--- src/rtl/l2_req_scheduler_if.sv ---
// Line-request bus between the three requesters, the scheduler and the L2 line port.
// The master modport is the scheduler's view. The slave modport is the
// environment's view: D-cache, I-cache, prefetcher and the downstream L2 side.
interface l2_req_scheduler_if #(
    parameter int ADDR_W = 32,
    parameter int LINE_W = 256
);
    // D-cache requester
    logic [ADDR_W-1:0] d_address;
    logic              d_read;
    logic              d_write;
    logic [LINE_W-1:0] d_wdata;
    logic              d_resp;
    logic [LINE_W-1:0] d_rdata;
    // I-cache requester
    logic [ADDR_W-1:0] i_address;
    logic              i_read;
    logic              i_write;
    logic [LINE_W-1:0] i_wdata;
    logic              i_resp;
    logic [LINE_W-1:0] i_rdata;
    // Next-line prefetcher (read only)
    logic [ADDR_W-1:0] pf_address;
    logic              pf_read;
    logic              pf_resp;
    logic [LINE_W-1:0] pf_rdata;
    // Downstream line port
    logic [ADDR_W-1:0] mem_address;
    logic              mem_read;
    logic              mem_write;
    logic [LINE_W-1:0] mem_wdata;
    logic              mem_resp;
    logic [LINE_W-1:0] mem_rdata;

    modport master (
        input  d_address, d_read, d_write, d_wdata,
        output d_resp, d_rdata,
        input  i_address, i_read, i_write, i_wdata,
        output i_resp, i_rdata,
        input  pf_address, pf_read,
        output pf_resp, pf_rdata,
        output mem_address, mem_read, mem_write, mem_wdata,
        input  mem_resp, mem_rdata
    );

    modport slave (
        output d_address, d_read, d_write, d_wdata,
        input  d_resp, d_rdata,
        output i_address, i_read, i_write, i_wdata,
        input  i_resp, i_rdata,
        output pf_address, pf_read,
        input  pf_resp, pf_rdata,
        input  mem_address, mem_read, mem_write, mem_wdata,
        output mem_resp, mem_rdata
    );
endinterface

--- src/rtl/l2_req_scheduler.sv ---
// Three-way line request scheduler (D > I > PF, with an I-cache starvation escape)
// in front of the single shared L2 line port. It handles one transaction at a time.
// All outputs come from registers, so no request input reaches an output
// combinationally.
module l2_req_scheduler #(
    parameter int ADDR_W       = 32,
    parameter int LINE_W       = 256,
    parameter int STARVE_LIMIT = 4
) (
    input  logic                  clk,
    input  logic                  rst,
    l2_req_scheduler_if.master    bus
);
    localparam int CNT_W = $clog2(STARVE_LIMIT + 1);
    localparam logic [CNT_W-1:0] CNT_MAX = CNT_W'(STARVE_LIMIT);

    typedef enum logic [1:0] {IDLE, BUSY, RESP} state_t;
    typedef enum logic [1:0] {OWN_D, OWN_I, OWN_PF} owner_t;

    state_t            state, state_next;
    owner_t            owner_q;
    logic              op_write_q;
    logic [ADDR_W-1:0] addr_q;
    logic [LINE_W-1:0] wdata_q;
    logic [LINE_W-1:0] rdata_q;
    logic [CNT_W-1:0]  starve_cnt;

    logic              d_pend, i_pend, pf_pend;
    logic              grant_any, grant_d, grant_i, grant_pf;
    owner_t            grant_owner;
    logic              grant_write;
    logic [ADDR_W-1:0] grant_addr;
    logic [LINE_W-1:0] grant_wdata;
    logic [CNT_W-1:0]  cnt_next;

    assign d_pend  = bus.d_read | bus.d_write;
    assign i_pend  = bus.i_read | bus.i_write;
    assign pf_pend = bus.pf_read;

    // Winner selection and the starvation counter update for a grant in IDLE
    always_comb begin
        grant_d     = 1'b0;
        grant_i     = 1'b0;
        grant_pf    = 1'b0;
        grant_owner = OWN_D;
        grant_write = 1'b0;
        grant_addr  = '0;
        grant_wdata = '0;
        cnt_next    = starve_cnt;
        if (i_pend && (starve_cnt == CNT_MAX)) begin
            grant_i = 1'b1;
        end else if (d_pend) begin
            grant_d = 1'b1;
        end else if (i_pend) begin
            grant_i = 1'b1;
        end else if (pf_pend) begin
            grant_pf = 1'b1;
        end
        if (grant_d) begin
            grant_owner = OWN_D;
            grant_write = bus.d_write;
            grant_addr  = bus.d_address;
            grant_wdata = bus.d_wdata;
            if (i_pend && (starve_cnt != CNT_MAX)) begin
                cnt_next = starve_cnt + 1'b1;
            end
        end else if (grant_i) begin
            grant_owner = OWN_I;
            grant_write = bus.i_write;
            grant_addr  = bus.i_address;
            grant_wdata = bus.i_wdata;
            cnt_next    = '0;
        end else if (grant_pf) begin
            grant_owner = OWN_PF;
            grant_addr  = bus.pf_address;
        end
    end

    assign grant_any = grant_d | grant_i | grant_pf;

    // Next-state logic: IDLE -> BUSY on a grant, BUSY -> RESP on mem_resp, RESP -> IDLE
    always_comb begin
        state_next = state;
        unique case (state)
            IDLE:    if (grant_any) state_next = BUSY;
            BUSY:    if (bus.mem_resp) state_next = RESP;
            RESP:    state_next = IDLE;
            default: state_next = IDLE;
        endcase
    end

    // State register; reset drops any transaction in flight without a response
    always_ff @(posedge clk or posedge rst) begin
        if (rst) begin
            state <= IDLE;
        end else begin
            state <= state_next;
        end
    end

    // Latch the winning request on grant and capture the returned line on mem_resp
    always_ff @(posedge clk or posedge rst) begin
        if (rst) begin
            owner_q    <= OWN_D;
            op_write_q <= 1'b0;
            addr_q     <= '0;
            wdata_q    <= '0;
            rdata_q    <= '0;
            starve_cnt <= '0;
        end else begin
            if ((state == IDLE) && grant_any) begin
                owner_q    <= grant_owner;
                op_write_q <= grant_write;
                addr_q     <= grant_addr;
                wdata_q    <= grant_wdata;
                starve_cnt <= cnt_next;
            end
            if ((state == BUSY) && bus.mem_resp) begin
                rdata_q <= bus.mem_rdata;
            end
        end
    end

    // Downstream command is held for the whole BUSY phase; write wins over read
    assign bus.mem_read    = (state == BUSY) && !op_write_q;
    assign bus.mem_write   = (state == BUSY) && op_write_q;
    assign bus.mem_address = addr_q;
    assign bus.mem_wdata   = wdata_q;

    // All requesters see the captured line; only the owner gets the resp pulse
    assign bus.d_resp   = (state == RESP) && (owner_q == OWN_D);
    assign bus.i_resp   = (state == RESP) && (owner_q == OWN_I);
    assign bus.pf_resp  = (state == RESP) && (owner_q == OWN_PF);
    assign bus.d_rdata  = rdata_q;
    assign bus.i_rdata  = rdata_q;
    assign bus.pf_rdata = rdata_q;
endmodule

--- src/flat_wrapper.sv ---
// flat-port wrapper written by rule: the top's interface ports become plain ports
module l2_req_scheduler_flat 
#(
    parameter int ADDR_W       = 32,
    parameter int LINE_W       = 256,
    parameter int STARVE_LIMIT = 4
)
  (clk, rst, bus_d_address, bus_d_read, bus_d_write, bus_d_wdata, bus_d_resp, bus_d_rdata, bus_i_address, bus_i_read, bus_i_write, bus_i_wdata, bus_i_resp, bus_i_rdata, bus_pf_address, bus_pf_read, bus_pf_resp, bus_pf_rdata, bus_mem_address, bus_mem_read, bus_mem_write, bus_mem_wdata, bus_mem_resp, bus_mem_rdata);
  l2_req_scheduler_if #(.ADDR_W(ADDR_W), .LINE_W(LINE_W)) bus_i ();
  input  logic clk;
  input  logic rst;
  input wire logic [$bits(bus_i.d_address)-1:0] bus_d_address;
  input wire logic [$bits(bus_i.d_read)-1:0] bus_d_read;
  input wire logic [$bits(bus_i.d_write)-1:0] bus_d_write;
  input wire logic [$bits(bus_i.d_wdata)-1:0] bus_d_wdata;
  output wire logic [$bits(bus_i.d_resp)-1:0] bus_d_resp;
  output wire logic [$bits(bus_i.d_rdata)-1:0] bus_d_rdata;
  input wire logic [$bits(bus_i.i_address)-1:0] bus_i_address;
  input wire logic [$bits(bus_i.i_read)-1:0] bus_i_read;
  input wire logic [$bits(bus_i.i_write)-1:0] bus_i_write;
  input wire logic [$bits(bus_i.i_wdata)-1:0] bus_i_wdata;
  output wire logic [$bits(bus_i.i_resp)-1:0] bus_i_resp;
  output wire logic [$bits(bus_i.i_rdata)-1:0] bus_i_rdata;
  input wire logic [$bits(bus_i.pf_address)-1:0] bus_pf_address;
  input wire logic [$bits(bus_i.pf_read)-1:0] bus_pf_read;
  output wire logic [$bits(bus_i.pf_resp)-1:0] bus_pf_resp;
  output wire logic [$bits(bus_i.pf_rdata)-1:0] bus_pf_rdata;
  output wire logic [$bits(bus_i.mem_address)-1:0] bus_mem_address;
  output wire logic [$bits(bus_i.mem_read)-1:0] bus_mem_read;
  output wire logic [$bits(bus_i.mem_write)-1:0] bus_mem_write;
  output wire logic [$bits(bus_i.mem_wdata)-1:0] bus_mem_wdata;
  input wire logic [$bits(bus_i.mem_resp)-1:0] bus_mem_resp;
  input wire logic [$bits(bus_i.mem_rdata)-1:0] bus_mem_rdata;
  assign bus_i.d_address = bus_d_address;
  assign bus_i.d_read = bus_d_read;
  assign bus_i.d_write = bus_d_write;
  assign bus_i.d_wdata = bus_d_wdata;
  assign bus_d_resp = bus_i.d_resp;
  assign bus_d_rdata = bus_i.d_rdata;
  assign bus_i.i_address = bus_i_address;
  assign bus_i.i_read = bus_i_read;
  assign bus_i.i_write = bus_i_write;
  assign bus_i.i_wdata = bus_i_wdata;
  assign bus_i_resp = bus_i.i_resp;
  assign bus_i_rdata = bus_i.i_rdata;
  assign bus_i.pf_address = bus_pf_address;
  assign bus_i.pf_read = bus_pf_read;
  assign bus_pf_resp = bus_i.pf_resp;
  assign bus_pf_rdata = bus_i.pf_rdata;
  assign bus_mem_address = bus_i.mem_address;
  assign bus_mem_read = bus_i.mem_read;
  assign bus_mem_write = bus_i.mem_write;
  assign bus_mem_wdata = bus_i.mem_wdata;
  assign bus_i.mem_resp = bus_mem_resp;
  assign bus_i.mem_rdata = bus_mem_rdata;
  l2_req_scheduler #(.ADDR_W(ADDR_W), .LINE_W(LINE_W), .STARVE_LIMIT(STARVE_LIMIT)) u_core (.clk(clk), .rst(rst), .bus(bus_i));
endmodule
--- config.mk ---
export PLATFORM = sky130hd
export DESIGN_NAME = l2_req_scheduler_flat
export DESIGN_NICKNAME = d
export VERILOG_FILES = /design/src/rtl/l2_req_scheduler_if.sv /design/src/rtl/l2_req_scheduler.sv /design/src/flat_wrapper.sv
export SDC_FILE = /design/constraint.sdc
export NUM_CORES = 1
export LEC_CHECK = 0
export BUFFER_PORTS_ARGS = -buffer_cell sky130_fd_sc_hd__buf_2
export CAP_MARGIN = 15
export CORE_AREA = 2 2 753 755
export DETAILED_ROUTE_END_ITERATION = 7
export DIE_AREA = 0 0 755 757
export GPL_ROUTABILITY_DRIVEN = 0
export PLACE_DENSITY = 0.3
export SYNTH_ARGS = -nofsm -noshare
export SYNTH_HDL_FRONTEND = slang
export SYNTH_SLANG_ARGS = --single-unit
--- constraint.sdc ---
create_clock -name clk -period 43.3 [get_ports clk]
set_input_delay 0 -clock clk [delete_from_list [all_inputs] [get_ports clk]]
set_output_delay 0 -clock clk [all_outputs]
set_load 0.02 [all_outputs]
# ---- After elaboration in Yosys (flattened, before gate mapping)
# Index checks and enable logic that the tools add are counted.
dict set report op_classes {
  addsub 1
  reduce_logical 15
  mux 25
  eq_ne 9
  bitwise_logic 4
}
# operator count
set ops {}
lappend ops {{$mux 256} 2}
lappend ops {{$mux 32} 3}
lappend ops {{$mux 1} 11}
lappend ops {{$mux 2} 5}
lappend ops {{$logic_and 1x1->1} 9}
lappend ops {{$mux 3} 3}
lappend ops {{$eq 2x1->1 const B} 2}
lappend ops {{$eq 2x2->1 const B} 2}
lappend ops {{$logic_not 2->1} 2}
lappend ops {{$ne 2x2->1 const B} 2}
lappend ops {{$or 1x1->1} 4}
lappend ops {{$pmux 2 s2} 1}
lappend ops {{$add 3x1->3 const B} 1}
lappend ops {{$eq 3x3->1 const B} 1}
lappend ops {{$ne 3x3->1 const B} 1}
lappend ops {{$reduce_and 3->1} 1}
lappend ops {{$ne 2x1->1 const B} 1}
lappend ops {{$reduce_and 2->1} 1}
lappend ops {{$reduce_bool 2->1} 1}
lappend ops {{$logic_not 1->1} 1}
dict set report totals {
  in_bits 872
  out_inout_bits 1061
  reg_bits 552
}

# ---- Longest topological paths before layout
# Gate-level depths: netlist (run 1).
dict set report logic_depth {
  depth_word 8
  depth_mapped 9
  ltp_nobuf 6
}

# ---- Least setup slack after synthesis (run 1)
# Ideal clock, no wire load.
dict set report synth_path {
  kind {register to register}
  from {register u_core.starve_cnt[0]}
  to {register u_core.wdata_q[59] (netlist: u_core.bus.mem_wdata[59])}
  setup_ns 0.126
  arrival_time_ns 1.661
  path_stages_with_launch 9
  path_slack_ns 41.514
  cell_sequence {dfrtp_1 inv_1 ha_1 a2bb2oi_1 nor2_1 buf_2 clkbuf_1 a221oi_1 nor2_1}
}
dict set report synth_via {
  elab_chain_len 6
}
# element line
set synth_rtl {}
lappend synth_rtl {{start: declaration} l2_req_scheduler.sv:26} ;# logic [CNT_W-1:0] starve_cnt;
lappend synth_rtl {{start signal: assignment} l2_req_scheduler.sv:116} ;# starve_cnt <= cnt_next;
lappend synth_rtl {{$eq 3x3->1 *} l2_req_scheduler.sv:50} ;# if (i_pend && (starve_cnt == CNT_MAX)) begin
lappend synth_rtl {{$logic_and 1x1->1 *} l2_req_scheduler.sv:50}
lappend synth_rtl {{$mux 1} l2_req_scheduler.sv:50}
lappend synth_rtl {{$or 1x1->1 (2 in series)} l2_req_scheduler.sv:79} ;# assign grant_any = grant_d | grant_i | grant_pf;
lappend synth_rtl {{$logic_and 1x1->1} l2_req_scheduler.sv:111} ;# if ((state == IDLE) && grant_any) begin
lappend synth_rtl {{end signal: assignment} l2_req_scheduler.sv:115} ;# wdata_q <= grant_wdata;
lappend synth_rtl {{end: declaration} l2_req_scheduler.sv:24} ;# logic [LINE_W-1:0] wdata_q;
# Mark *: on every way between the ends. The rest lies on a longest branch, timed or not.
# A chain may end at the register's enable or synchronous reset.

# ---- Worst setup path after layout (run 1)
dict set report layout_path {
  from {input bus_i_write}
  to {register u_core.wdata_q[42] (netlist: u_core.bus.mem_wdata[42])}
}
dict set report layout_via {
  elab_chain_len 7
}
# element line
set layout_rtl {}
lappend layout_rtl {{start: declaration} flat_wrapper.sv:20} ;# input wire logic [$bits(bus_i.i_write)-1:0] bus_i_write;
lappend layout_rtl {{$or 1x1->1 *} l2_req_scheduler.sv:37} ;# assign i_pend = bus.i_read | bus.i_write;
lappend layout_rtl {{$mux 1} l2_req_scheduler.sv:54} ;# end else if (i_pend) begin
lappend layout_rtl {{$mux 1} l2_req_scheduler.sv:52} ;# end else if (d_pend) begin
lappend layout_rtl {{$mux 1} l2_req_scheduler.sv:50}
lappend layout_rtl {{$or 1x1->1 (2 in series)} l2_req_scheduler.sv:79}
lappend layout_rtl {{$logic_and 1x1->1} l2_req_scheduler.sv:111}
# Marked as above.

==> results of run 1 <==
[flip-flops by register name, summed over array words and instances (netlist names)]
signal                  count
u_core.starve_cnt           3
u_core.bus.mem_address     32
u_core.op_write_q           1
u_core.bus.d_rdata        256
u_core.owner_q              2
u_core.bus.mem_wdata      256
u_core.state                2
[through the flow]
stage / hold WS (ns) / cells / instance area (sq um) / worst slack (ns) / utilization [%]
floorplan: 0.1077 / 2532 / 26760 / 27.87 / -
global placement: 0.07621 / 11340 / 41650 / 38.76 / 7.395
detailed placement: 0.07772 / 11340 / 41650 / 38.75 / 7.395
CTS: 0.0007899 / 13040 / 60010 / 37.79 / 10.65
global route: 0.02646 / 13080 / 60110 / 37.50 / 10.67
finish: 0.07510 / 13160 / 60310 / 37.70 / 10.71
[critical path: stages]
cell                            delay [ns]
sky130_fd_sc_hd__dlygate4sd3_1        0.69
sky130_fd_sc_hd__buf_2                0.22
sky130_fd_sc_hd__or4_4                0.58
sky130_fd_sc_hd__o21ai_4              0.25
sky130_fd_sc_hd__buf_4                0.56
sky130_fd_sc_hd__buf_4                0.68
sky130_fd_sc_hd__buf_4                0.75
sky130_fd_sc_hd__buf_4                0.80
sky130_fd_sc_hd__a221oi_1             0.10
sky130_fd_sc_hd__dlygate4sd3_1        0.61
sky130_fd_sc_hd__nor2_1               0.09
sky130_fd_sc_hd__dlygate4sd3_1        0.56
[power groups by stage]
stage,registers [mW],clock network [mW],logic [mW]
finish,1.31,0.757,2.97
global route,1.32,0.804,3.16
CTS,1.30,0.791,3.01
detailed placement,1.31,0,2.56
global placement,1.31,0,2.57
floorplan,1.28,0,1.16
[worst paths after layout]
path | startpoint | endpoint | cells past startpoint | slack [ns]
max in group asynchronous | rst | u_core.bus.mem_wdata[208] | 7 | 40.23
max | bus_i_write | u_core.bus.mem_wdata[42] | 12 | 37.70
max reg2reg | u_core.state[1] | u_core.bus.mem_wdata[42] | 10 | 37.84
min in group asynchronous | rst | u_core.bus.d_rdata[151] | 4 | 0.35
min reg2reg | u_core.bus.mem_wdata[16] | u_core.bus.mem_wdata[16] | 2 | 0.51
min | bus_mem_rdata[0] | u_core.bus.d_rdata[0] | 3 | 0.08
[kinds of logic (layout without fill, tap and decap cells)]
family,count (synthesis),count (layout)
other,0,120
AO/OA/AOI/OAI,288,288
flip-flops,552,552
adder cells (fa/ha/maj),2,2
XOR/XNOR,1,1
buffers and inverters,681,3685
multiplexers,257,257
AND/OR/NAND/NOR,751,751
[Yosys cell counts, drive strengths merged]
library cell | n | area share, %
clkbuf | 50 | 0.70
or4 | 1 | 0.042
a32oi | 1 | 0.033
a21o | 2 | 0.056
or2 | 1 | 0.023
o22a | 1 | 0.033
a2bb2oi | 1 | 0.033
o21a | 1 | 0.028
inv | 4 | 0.056
o22ai | 1 | 0.023
nor3 | 1 | 0.019
nor3b | 3 | 0.084
o21ai | 64 | 1.2
ha | 2 | 0.093
and2 | 2 | 0.047
xor2 | 1 | 0.033
a311oi | 1 | 0.033
a221oi | 179 | 5.9
nor2b | 1 | 0.023
and3 | 32 | 0.75
nor2 | 364 | 5.1
nand2b | 2 | 0.047
mux2 | 257 | 11
a22o | 1 | 0.033
nand2 | 187 | 2.6
a21oi | 5 | 0.093
a211oi | 31 | 0.87
dfrtp | 552 | 52
buf | 627 | 17
nand3 | 156 | 2.9
nor4 | 1 | 0.047
[what timing repair did]
item / 4_1_cts / 5_1_grt
hold buffers: 1551 / 0
buffers inserted: 0 / 0
gates resized for setup: 0 / 0
endpoints found under the hold margin: 792 / 0
[per-layer routing]
metal	share of wire (%)	wire [um]	up-vias	GRT usage [%]
met4	6.0	23150	82	6.402
li1	-	-	14280	-
met5	0.18	709	-	0.2189
met1	37	143700	17020	14.05
met3	14	54480	698	8.108
met2	42	162400	2307	19.39
[layout make-up]
class	count	area, sq um	area share, %
repair buffers	3529	25590	42.43
flip-flops and latches	552	13810	22.90
well taps	7506	9392	15.57
multi-input cells	1299	8362	13.86
clock buffers	112	2382	3.950
clock inverters	40	450.4	0.7468
diodes	120	300.3	0.4979
inverters	4	22.52	0.03734
==> impl_metrics.py, run 1 <==
metrics = {
    "run_status": {
        "run_status": "finished clean",
    },
    "timing": {
        "fmax_ghz": 0.1786,
        "fin_crit_period_ns": 5.599,
        "worst_pin_slew_ns": 1.043,
        "finalHoldViolations": 0,
        "setup-tns-final_ns": 0,
        "rsz0062_at_grt": "no",
        "slew-limit-headroom_pct": 30.45,
        "timing.final.crit_share_pct": 12.93,
        "setup_viol_count_final": 0,
        "final-max-slew-violation-count": 0,
        "clock-skew-final_ns": 0.04312,
    },
    "critical_path": {
        "critPathArrivalTime_ns": 6.32,
        "timing.critical_path.to_type": "flop",
        "worstSetupStartpointType": "input pin",
        "worstPathRequired_ns": 44.02,
        "worst-path-max-fanout": 63,
        "critPathKind": "in -> reg",
    },
    "clock_network": {
        "cts.clk_slew.worst_paths_ns": 0.06,
        "cts_tree": "yes",
        "clock-sinks": 552,
        "clockBufferDepth": 4,
        "clock_tree.htree_level_count": 3,
        "numCtsBuffers": 88,
        "cts_root_buf": "sky130_fd_sc_hd__clkbuf_16",
        "clk_latency_ns": 0.82,
    },
    "place": {
        "place_hpwl_um": 332800,
        "placement.io_buffers": 1932,
    },
    "global_route": {
        "total_routing_usage_reported_by_global_routing_pct": 12.89,
        "first_global_vias": 34790,
        "grt_first_pass_wirelength_um": 459400,
        "largest_net_degree_at_the_start_of_global_routing": 93,
        "number_of_antenna_violations_at_the_first_check_in_global_routing": 262,
        "grt_overflow_total": 0,
    },
    "synthesis": {
        "post_synthesis_net_count": 3406,
        "mappedNetlistArea_sq_mm": 0.02676,
        "total_of_warnings_raised_by_yosys": 0,
        "synthCells": 2532,
        "syn_avg_cell_area_sq_um": 10.57,
        "adder_cell_fraction_of_synth_area_pct": 0.09351,
        "synthMuxAreaShare_pct": 10.81,
        "synth_cell_types": 36,
        "dominant_combinational_cell_family_by_area_after_synthesis": "buffers and inverters",
        "share_of_the_yosys_chip_area_belonging_to_registers_pct": 51.62,
        "synth-seq-cells": 552,
        "synth-compound-area-share_pct": 8.304,
        "post_synth_and_or_nand_nor_area_fraction_pct": 11.74,
        "yosys.area_share.xor_xnor_pct": 0.03273,
    },
    "layout": {
        "layout-drive-gt1-share_pct": 43.08,
        "filler_cell_count": 65290,
        "syn_to_final_growth_pct": 125.4,
        "top_library_cells_by_usage_in_the_layout_fill_and_taps_aside": "1932 x sky130_fd_sc_hd__buf_2, 1551 x sky130_fd_sc_hd__dlygate4sd3_1, 552 x sky130_fd_sc_hd__dfrtp_1",
        "commonest_non_fill_non_tap_cell_in_the_layout": "sky130_fd_sc_hd__buf_2",
        "layout.nets": 6348,
    },
    "die": {
        "die_x_um": 755,
        "fp-row-count": 276,
        "die-area_sq_mm": 0.5715,
        "fp.coreArea_sq_mm": 0.5632,
        "floorplan.initialDensity_pct": 4.751,
        "fp.dieH_um": 757,
        "floorplan.io_pins": 1933,
    },
    "drt": {
        "route.detailed.drc": 0,
        "dr_total_vias": 34390,
        "drt-vias-per-instance": 2.613,
        "postRouteWirelength_um": 384400,
        "post_drt_wl_per_cell_um": 29.20,
        "detailedRoute.firstIterationViolations": 2304,
        "detail_route.first_pass.iterations": 5,
        "detail-route-antenna-nets": 0,
    },
    "power_and_ir_drop": {
        "p_per_area_mw_per_mm2": 83.52,
        "swShare_pct": 56.56,
        "leakage_power_figure_nw": 25.53,
        "max-vdd-ir-drop_v": 0.00004277,
        "share_comb_of_total_power_pct": 59.0,
        "p_switching_mw": 2.849,
        "p_clk_share_pct": 15.0,
        "post-layout-total-power_mw": 5.037,
        "power.sequential.fraction_pct": 26.0,
        "power_internal_mw": 2.188,
    },
    "run": {
        "timing.max_cap.violations": 0,
    },
    "worst_hold_path": {
        "hold_class": "in -> reg",
    },
}
No activity file was read; power rests on OpenSTA's default activity.
==> inputs of run 2 (changes only) <==
--- a/config.mk
+++ b/config.mk
@@ -7,9 +7,9 @@
 export LEC_CHECK = 0
 export BUFFER_PORTS_ARGS = -buffer_cell sky130_fd_sc_hd__buf_2
 export CAP_MARGIN = 15
-export CORE_AREA = 2 2 753 755
+export CORE_AREA = 2 2 760 762
 export DETAILED_ROUTE_END_ITERATION = 7
-export DIE_AREA = 0 0 755 757
+export DIE_AREA = 0 0 762 764
 export GPL_ROUTABILITY_DRIVEN = 0
 export PLACE_DENSITY = 0.3
 export SYNTH_ARGS = -nofsm -noshare
==> constraint.sdc (replaced) <==
create_clock -name clk -period 4.5 [get_ports clk]
set_input_delay 0 -clock clk [delete_from_list [all_inputs] [get_ports clk]]
set_output_delay 0 -clock clk [all_outputs]
set_load 0.02 [all_outputs]
==> impl_metrics.py, run 2 (synthesized netlist as in run 1, its figures left out) <==
metrics = {
    "run_status": {
        "run_status": "finished with violations",
        "failed_checks": "design-rule violations",
    },
    "critical_path": {
        "timing.critical_path.to_type": "flop",
        "worstPathRequired_ns": 5.17,
        "regToRegSetupSlack_ns": 0.60,
        "worstSetupStartpointType": "flop",
        "critPathKind": "reg -> reg",
        "critPathArrivalTime_ns": 4.57,
        "worst-path-max-fanout": 68,
        "reg2reg_launch_point": "u_core.starve_cnt[0]",
        "worst_r2r_path_depth": 10,
        "end_of_the_worst_register_to_register_path": "u_core.bus.mem_wdata[34]",
    },
    "global_route": {
        "largest_net_degree_at_the_start_of_global_routing": 99,
        "total_routing_usage_reported_by_global_routing_pct": 13.14,
        "grt_overflow_total": 0,
        "grtUsageMet1_pct": 14.78,
        "number_of_antenna_violations_at_the_first_check_in_global_routing": 303,
        "grt_busiest_layer": "met2",
        "first_global_vias": 34070,
        "global_route.usage.met3_pct": 6.685,
        "grt_first_pass_wirelength_um": 472800,
        "met2_track_demand_over_resource_in_global_routing_pct": 20.54,
    },
    "timing": {
        "timing.final.crit_share_pct": 86.62,
        "fmax_ghz": 0.2566,
        "setup_viol_count_final": 0,
        "rsz0062_at_grt": "no",
        "fin_crit_period_ns": 3.898,
        "finalHoldViolations": 0,
        "clock-skew-final_ns": 0.05727,
        "postLayoutSetupSlackWorst_ns": 0.6021,
        "slew-limit-headroom_pct": 29.22,
        "worst_pin_slew_ns": 1.062,
        "final-max-slew-violation-count": 0,
    },
    "die": {
        "floorplan.io_pins": 1933,
        "floorplan.initialDensity_pct": 4.654,
        "die_x_um": 762,
        "fp-row-count": 279,
        "fp.coreArea_sq_mm": 0.5749,
        "die-area_sq_mm": 0.5822,
        "fp.dieH_um": 764,
    },
    "drt": {
        "dr_total_vias": 34380,
        "detail-route-antenna-nets": 0,
        "drt-vias-per-instance": 2.600,
        "detail_route.first_pass.iterations": 5,
        "route.detailed.drc": 1,
        "postRouteWirelength_um": 399700,
        "detailedRoute.firstIterationViolations": 2243,
        "post_drt_wl_per_cell_um": 30.24,
    },
    "place": {
        "placed_insts": 11430,
        "placement.cell_area_sq_mm": 0.04206,
        "place_hpwl_um": 348600,
        "worst_setup_slack_before_clock_tree_synthesis_ns": 1.740,
        "placement.io_buffers": 1932,
    },
    "clock_network": {
        "numCtsBuffers": 87,
        "clock_tree.htree_level_count": 3,
        "clockBufferDepth": 4,
        "clock-sinks": 552,
        "cts_root_buf": "sky130_fd_sc_hd__clkbuf_16",
        "cts.clk_slew.worst_paths_ns": 0.06,
        "cts_tree": "yes",
        "clk_latency_ns": 0.83,
        "cts.repair.resized": 0,
    },
    "layout": {
        "layoutNonFillerInstCount": 13220,
        "layout-drive-gt1-share_pct": 43.12,
        "finish.utilization_pct": 10.54,
        "layout.nets": 6363,
        "syn_to_final_growth_pct": 126.5,
        "stdcell_area_sq_mm": 0.06060,
        "commonest_non_fill_non_tap_cell_in_the_layout": "sky130_fd_sc_hd__buf_2",
        "top_library_cells_by_usage_in_the_layout_fill_and_taps_aside": "1932 x sky130_fd_sc_hd__buf_2, 1553 x sky130_fd_sc_hd__dlygate4sd3_1, 552 x sky130_fd_sc_hd__dfrtp_1",
    },
    "worst_hold_path": {
        "timing.hold.worst_path_depth": 3,
        "min_delay_worst_endpoint": "u_core.bus.d_rdata[7]",
        "timing.hold.worst.start": "bus_mem_rdata[7]",
        "hold_class": "in -> reg",
    },
    "power_and_ir_drop": {
        "p_per_area_mw_per_mm2": 810.1,
        "max-vdd-ir-drop_v": 0.0005399,
        "leakage_power_figure_nw": 25.68,
    },
    "run": {
        "timing.max_cap.violations": 0,
    },
}
run 2: cell types whose count changed in the layout (fill, tap and decap cells not counted), sizes merged:
cell,delta
clkinvlp,-4
clkinv,-4
bufinv,-2
diode,-36
clkbuf,+5
buf,+14
dlygate4sd3,+2
inv,+2
run 2: through the flow:
stage,hold slack (ns),setup TNS [ns],total power [mW]
finish,0.07619,0,49.09
global route,0.03797,0,51.53
CTS,0.00006067,0,49.86
detailed placement,0.2067,0,38.31
global placement,0.2048,0,38.38
floorplan,0.1077,-1662.53,23.46
run 2: worst max-delay path by stage:
stage / slack (ns) / cells after the start / startpoint / end
2_1_floorplan: -3.01 / 1 / rst / u_core.bus.d_rdata[0]
6_report: 0.60 / 10 / u_core.starve_cnt[0] / u_core.bus.mem_wdata[34]
5_1_grt: 0.43 / 10 / u_core.starve_cnt[0] / u_core.bus.mem_wdata[33]
3_3_place_gp: 1.71 / 8 / u_core.starve_cnt[0] / u_core.bus.mem_wdata[145]
4_1_cts: 0.64 / 10 / u_core.starve_cnt[0] / u_core.bus.mem_wdata[43]
3_5_place_dp: 1.74 / 8 / u_core.starve_cnt[0] / u_core.bus.mem_wdata[145]
run 2: power breakdown:
part	leakage (nW)	internal, mW	switching (mW)
logic	17.9	9.51	19.7
registers	6.46	7.45	5.34
clock network	1.36	4.07	3.04
run 2: final cells by class:
cell class / instances / area (sq um)
timing repair buffer: 3545 / 25930
clock buffer: 117 / 2431
tap: 7587 / 9493
clock inverter: 32 / 350.3
sequential: 552 / 13810
fill: 66640 / 514300
antenna: 84 / 210.2
multi-input combinational: 1299 / 8357
inverter: 4 / 18.77
run 2: layer usage:
| layer | share of wire [%] | vias up | wire, um |
|---|---|---|---|
| met2 | 44 | 2203 | 173900 |
| li1 | - | 14260 | - |
| met1 | 38 | 17100 | 152500 |
| met5 | 0.16 | - | 632 |
| met3 | 12 | 731 | 48560 |
| met4 | 6.0 | 76 | 24130 |
run 2: worst max-delay path, cell delays in order, from the launching register on:
cell and delay [ns]:
sky130_fd_sc_hd__dfrtp_1 0.36, sky130_fd_sc_hd__inv_1 0.07, sky130_fd_sc_hd__ha_1 0.23, sky130_fd_sc_hd__a2bb2oi_1 0.44, sky130_fd_sc_hd__nor2_4 0.22, sky130_fd_sc_hd__buf_12 0.23, sky130_fd_sc_hd__buf_4 0.41, sky130_fd_sc_hd__a221oi_1 0.33
sky130_fd_sc_hd__dlygate4sd3_1 0.60, sky130_fd_sc_hd__nor2_1 0.04, sky130_fd_sc_hd__dlygate4sd3_1 0.54
run 2: timing repair:
action,in CTS,in global routing
setup buffers,0,0
endpoints found under the hold margin,848,0
hold buffers,1553,0
endpoints found under the setup margin,0,0
==> inputs of run 3 (changes only) <==
--- a/config.mk
+++ b/config.mk
@@ -12,6 +12,7 @@
 export DIE_AREA = 0 0 762 764
 export GPL_ROUTABILITY_DRIVEN = 0
 export PLACE_DENSITY = 0.3
+export RECOVER_POWER = 50
 export SYNTH_ARGS = -nofsm -noshare
 export SYNTH_HDL_FRONTEND = slang
 export SYNTH_SLANG_ARGS = --single-unit
==> impl_metrics.py, run 3 (synthesized netlist as in run 1, its figures left out) <==
metrics = {
    "critical_path": {
        "worst-path-max-fanout": 68,
        "worstSetupStartpoint": "u_core.starve_cnt[0]",
        "crit_path_top_delay_cell": "sky130_fd_sc_hd__dlygate4sd3_1",
        "cp.buffers_inverters": 5,
        "timing.critical_path.to_type": "flop",
        "reg2reg_launch_point": "u_core.starve_cnt[0]",
        "cpLargestDelayFamily": "buffers and inverters",
        "crit_path_max_incr_delay_ns": 0.60,
        "cp_cell_sequence": "inv_1 -> ha_1 -> a2bb2oi_1 -> nor2_4 -> buf_12 -> buf_4 -> a221oi_1 -> dlygate4sd3_1 -> nor2_1 -> dlygate4sd3_1",
        "worstSetupStartpointType": "flop",
        "worstPathRequired_ns": 5.17,
        "timing.critical_path.mode_cell": "sky130_fd_sc_hd__dlygate4sd3_1",
        "critPathArrivalTime_ns": 4.56,
        "critPathKind": "reg -> reg",
    },
    "place": {
        "place_hpwl_um": 348600,
        "placed_insts": 11430,
        "worst_setup_slack_before_clock_tree_synthesis_ns": 1.740,
        "placement.io_buffers": 1932,
    },
    "timing": {
        "worst_pin_slew_ns": 2.353,
        "rsz0062_at_grt": "no",
        "final-max-slew-violation-count": 135,
        "setup_viol_count_final": 0,
        "fin_crit_period_ns": 3.890,
        "clock-skew-final_ns": 0.05994,
        "fmax_ghz": 0.2570,
        "timing.final.crit_share_pct": 86.45,
        "slew-limit-headroom_pct": -56.85,
        "postLayoutSetupSlackWorst_ns": 0.6097,
        "finalHoldViolations": 0,
    },
    "global_route": {
        "total_routing_usage_reported_by_global_routing_pct": 13.14,
        "number_of_antenna_violations_at_the_first_check_in_global_routing": 299,
        "grt_first_pass_wirelength_um": 472800,
        "grt_overflow_total": 0,
        "first_global_vias": 34070,
        "largest_net_degree_at_the_start_of_global_routing": 99,
    },
    "die": {
        "fp.coreArea_sq_mm": 0.5749,
        "die-area_sq_mm": 0.5822,
        "floorplan.io_pins": 1933,
        "die_x_um": 762,
        "fp-row-count": 279,
        "floorplan.initialDensity_pct": 4.654,
        "fp.dieH_um": 764,
    },
    "drt": {
        "drt-vias-per-instance": 2.598,
        "detail-route-antenna-nets": 0,
        "dr_total_vias": 34320,
        "detail_route.first_pass.iterations": 5,
        "postRouteWirelength_um": 399500,
        "route.detailed.drc": 0,
        "detailedRoute.firstIterationViolations": 2116,
        "post_drt_wl_per_cell_um": 30.24,
    },
    "layout": {
        "seqCellArea_sq_mm": 0.01381,
        "commonest_non_fill_non_tap_cell_in_the_layout": "sky130_fd_sc_hd__dlygate4sd3_1",
        "multi_input_comb_area_sq_mm": 0.008357,
        "syn_to_final_growth_pct": 122.7,
        "layout-drive-gt1-share_pct": 29.64,
        "filler_cell_count": 66970,
        "layoutNonFillerInstCount": 13210,
        "finish.utilization_pct": 10.36,
        "top_library_cells_by_usage_in_the_layout_fill_and_taps_aside": "1553 x sky130_fd_sc_hd__dlygate4sd3_1, 1190 x sky130_fd_sc_hd__buf_2, 765 x sky130_fd_sc_hd__clkbuf_1",
        "layout.nets": 6363,
    },
    "clock_network": {
        "clock-sinks": 552,
        "cts_tree": "yes",
        "clockBufferDepth": 4,
        "clock_tree.htree_level_count": 3,
        "numCtsBuffers": 87,
        "cts_setup_buffers": 0,
        "cts.clk_slew.worst_paths_ns": 0.06,
        "clk_latency_ns": 0.83,
        "cts_root_buf": "sky130_fd_sc_hd__clkbuf_16",
    },
    "power_and_ir_drop": {
        "post-layout-total-power_mw": 48.23,
        "max-vdd-ir-drop_v": 0.0005343,
        "leakage_power_figure_nw": 23.57,
        "p_per_area_mw_per_mm2": 809.5,
    },
    "worst_hold_path": {
        "hold_class": "in -> reg",
        "timing.hold.worst.start": "bus_mem_rdata[7]",
    },
    "run_status": {
        "failed_checks": "max-capacitance violations, max-slew violations",
        "run_status": "finished with violations",
    },
    "run": {
        "timing.max_cap.violations": 4,
    },
}
-- run 3: changes by cell type in the layout (fill, tap and decap cells not counted), sizes merged --
cell | before | now
clkbuf | 117 | 867
buf | 1992 | 1242
diode | 84 | 75
-- run 3: what timing repair did --
| action | CTS | global route |
|---|---|---|
| hold buffers | 1553 | 0 |
| hold endpoints to repair | 848 | 0 |
| gates resized for setup | 0 | 0 |
-- run 3: per-layer routing --
metal | track usage (%) | routed length (um)
met5 | 0.07372 | 1122
met4 | 6.276 | 24790
met3 | 6.685 | 50290
met2 | 20.54 | 173200
met1 | 14.78 | 150100
-- run 3: report_power, final --
group / internal, mW / switching [mW]
combinational: 8.57 / 19.7
clock: 4.07 / 3.03
sequential: 7.46 / 5.39
-- run 3: path summary, 6_finish.rpt --
check | end | slack, ns | cells past startpoint
worst max-delay path | u_core.bus.mem_wdata[34] | 0.61 | 10
worst min register to register | u_core.bus.mem_wdata[23] | 0.51 | 2
worst min-delay path | u_core.bus.d_rdata[7] | 0.07 | 3
max in group asynchronous | u_core.bus.d_rdata[99] | 0.83 | 6
min in group asynchronous | u_core.bus.d_rdata[11] | 0.69 | 4
worst max register to register | u_core.bus.mem_wdata[34] | 0.61 | 10
-- run 3: layout make-up --
class	instances	share of cell area [%]
multi-input combinational	1299	14.03
antenna	75	0.3150
clock buffer	117	4.080
timing repair buffer	3545	41.85
clock inverter	32	0.5880
sequential	552	23.18
tap	7587	15.93
inverter	4	0.02730
-- run 3: per-stage QoR --
step / instance area (sq um) / TNS [ns] / hold WS (ns)
floorplan: 26760 / -1662.53 / 0.1077
global placement: 42060 / 0 / 0.2048
detailed placement: 42060 / 0 / 0.2067
CTS: 60390 / 0 / 0.00006067
global route: 59500 / 0 / 0.03797
finish: 59580 / 0 / 0.07393
-- run 3: worst reg2reg max path, delay by kind of cell (launching register included) --
family	cells	cell delay, ns
AND/OR/NAND/NOR	2	0.26
adder cells (fa/ha/maj)	1	0.24
AO/OA/AOI/OAI	2	0.81
flip-flops	1	0.36
buffers and inverters	5	2.08
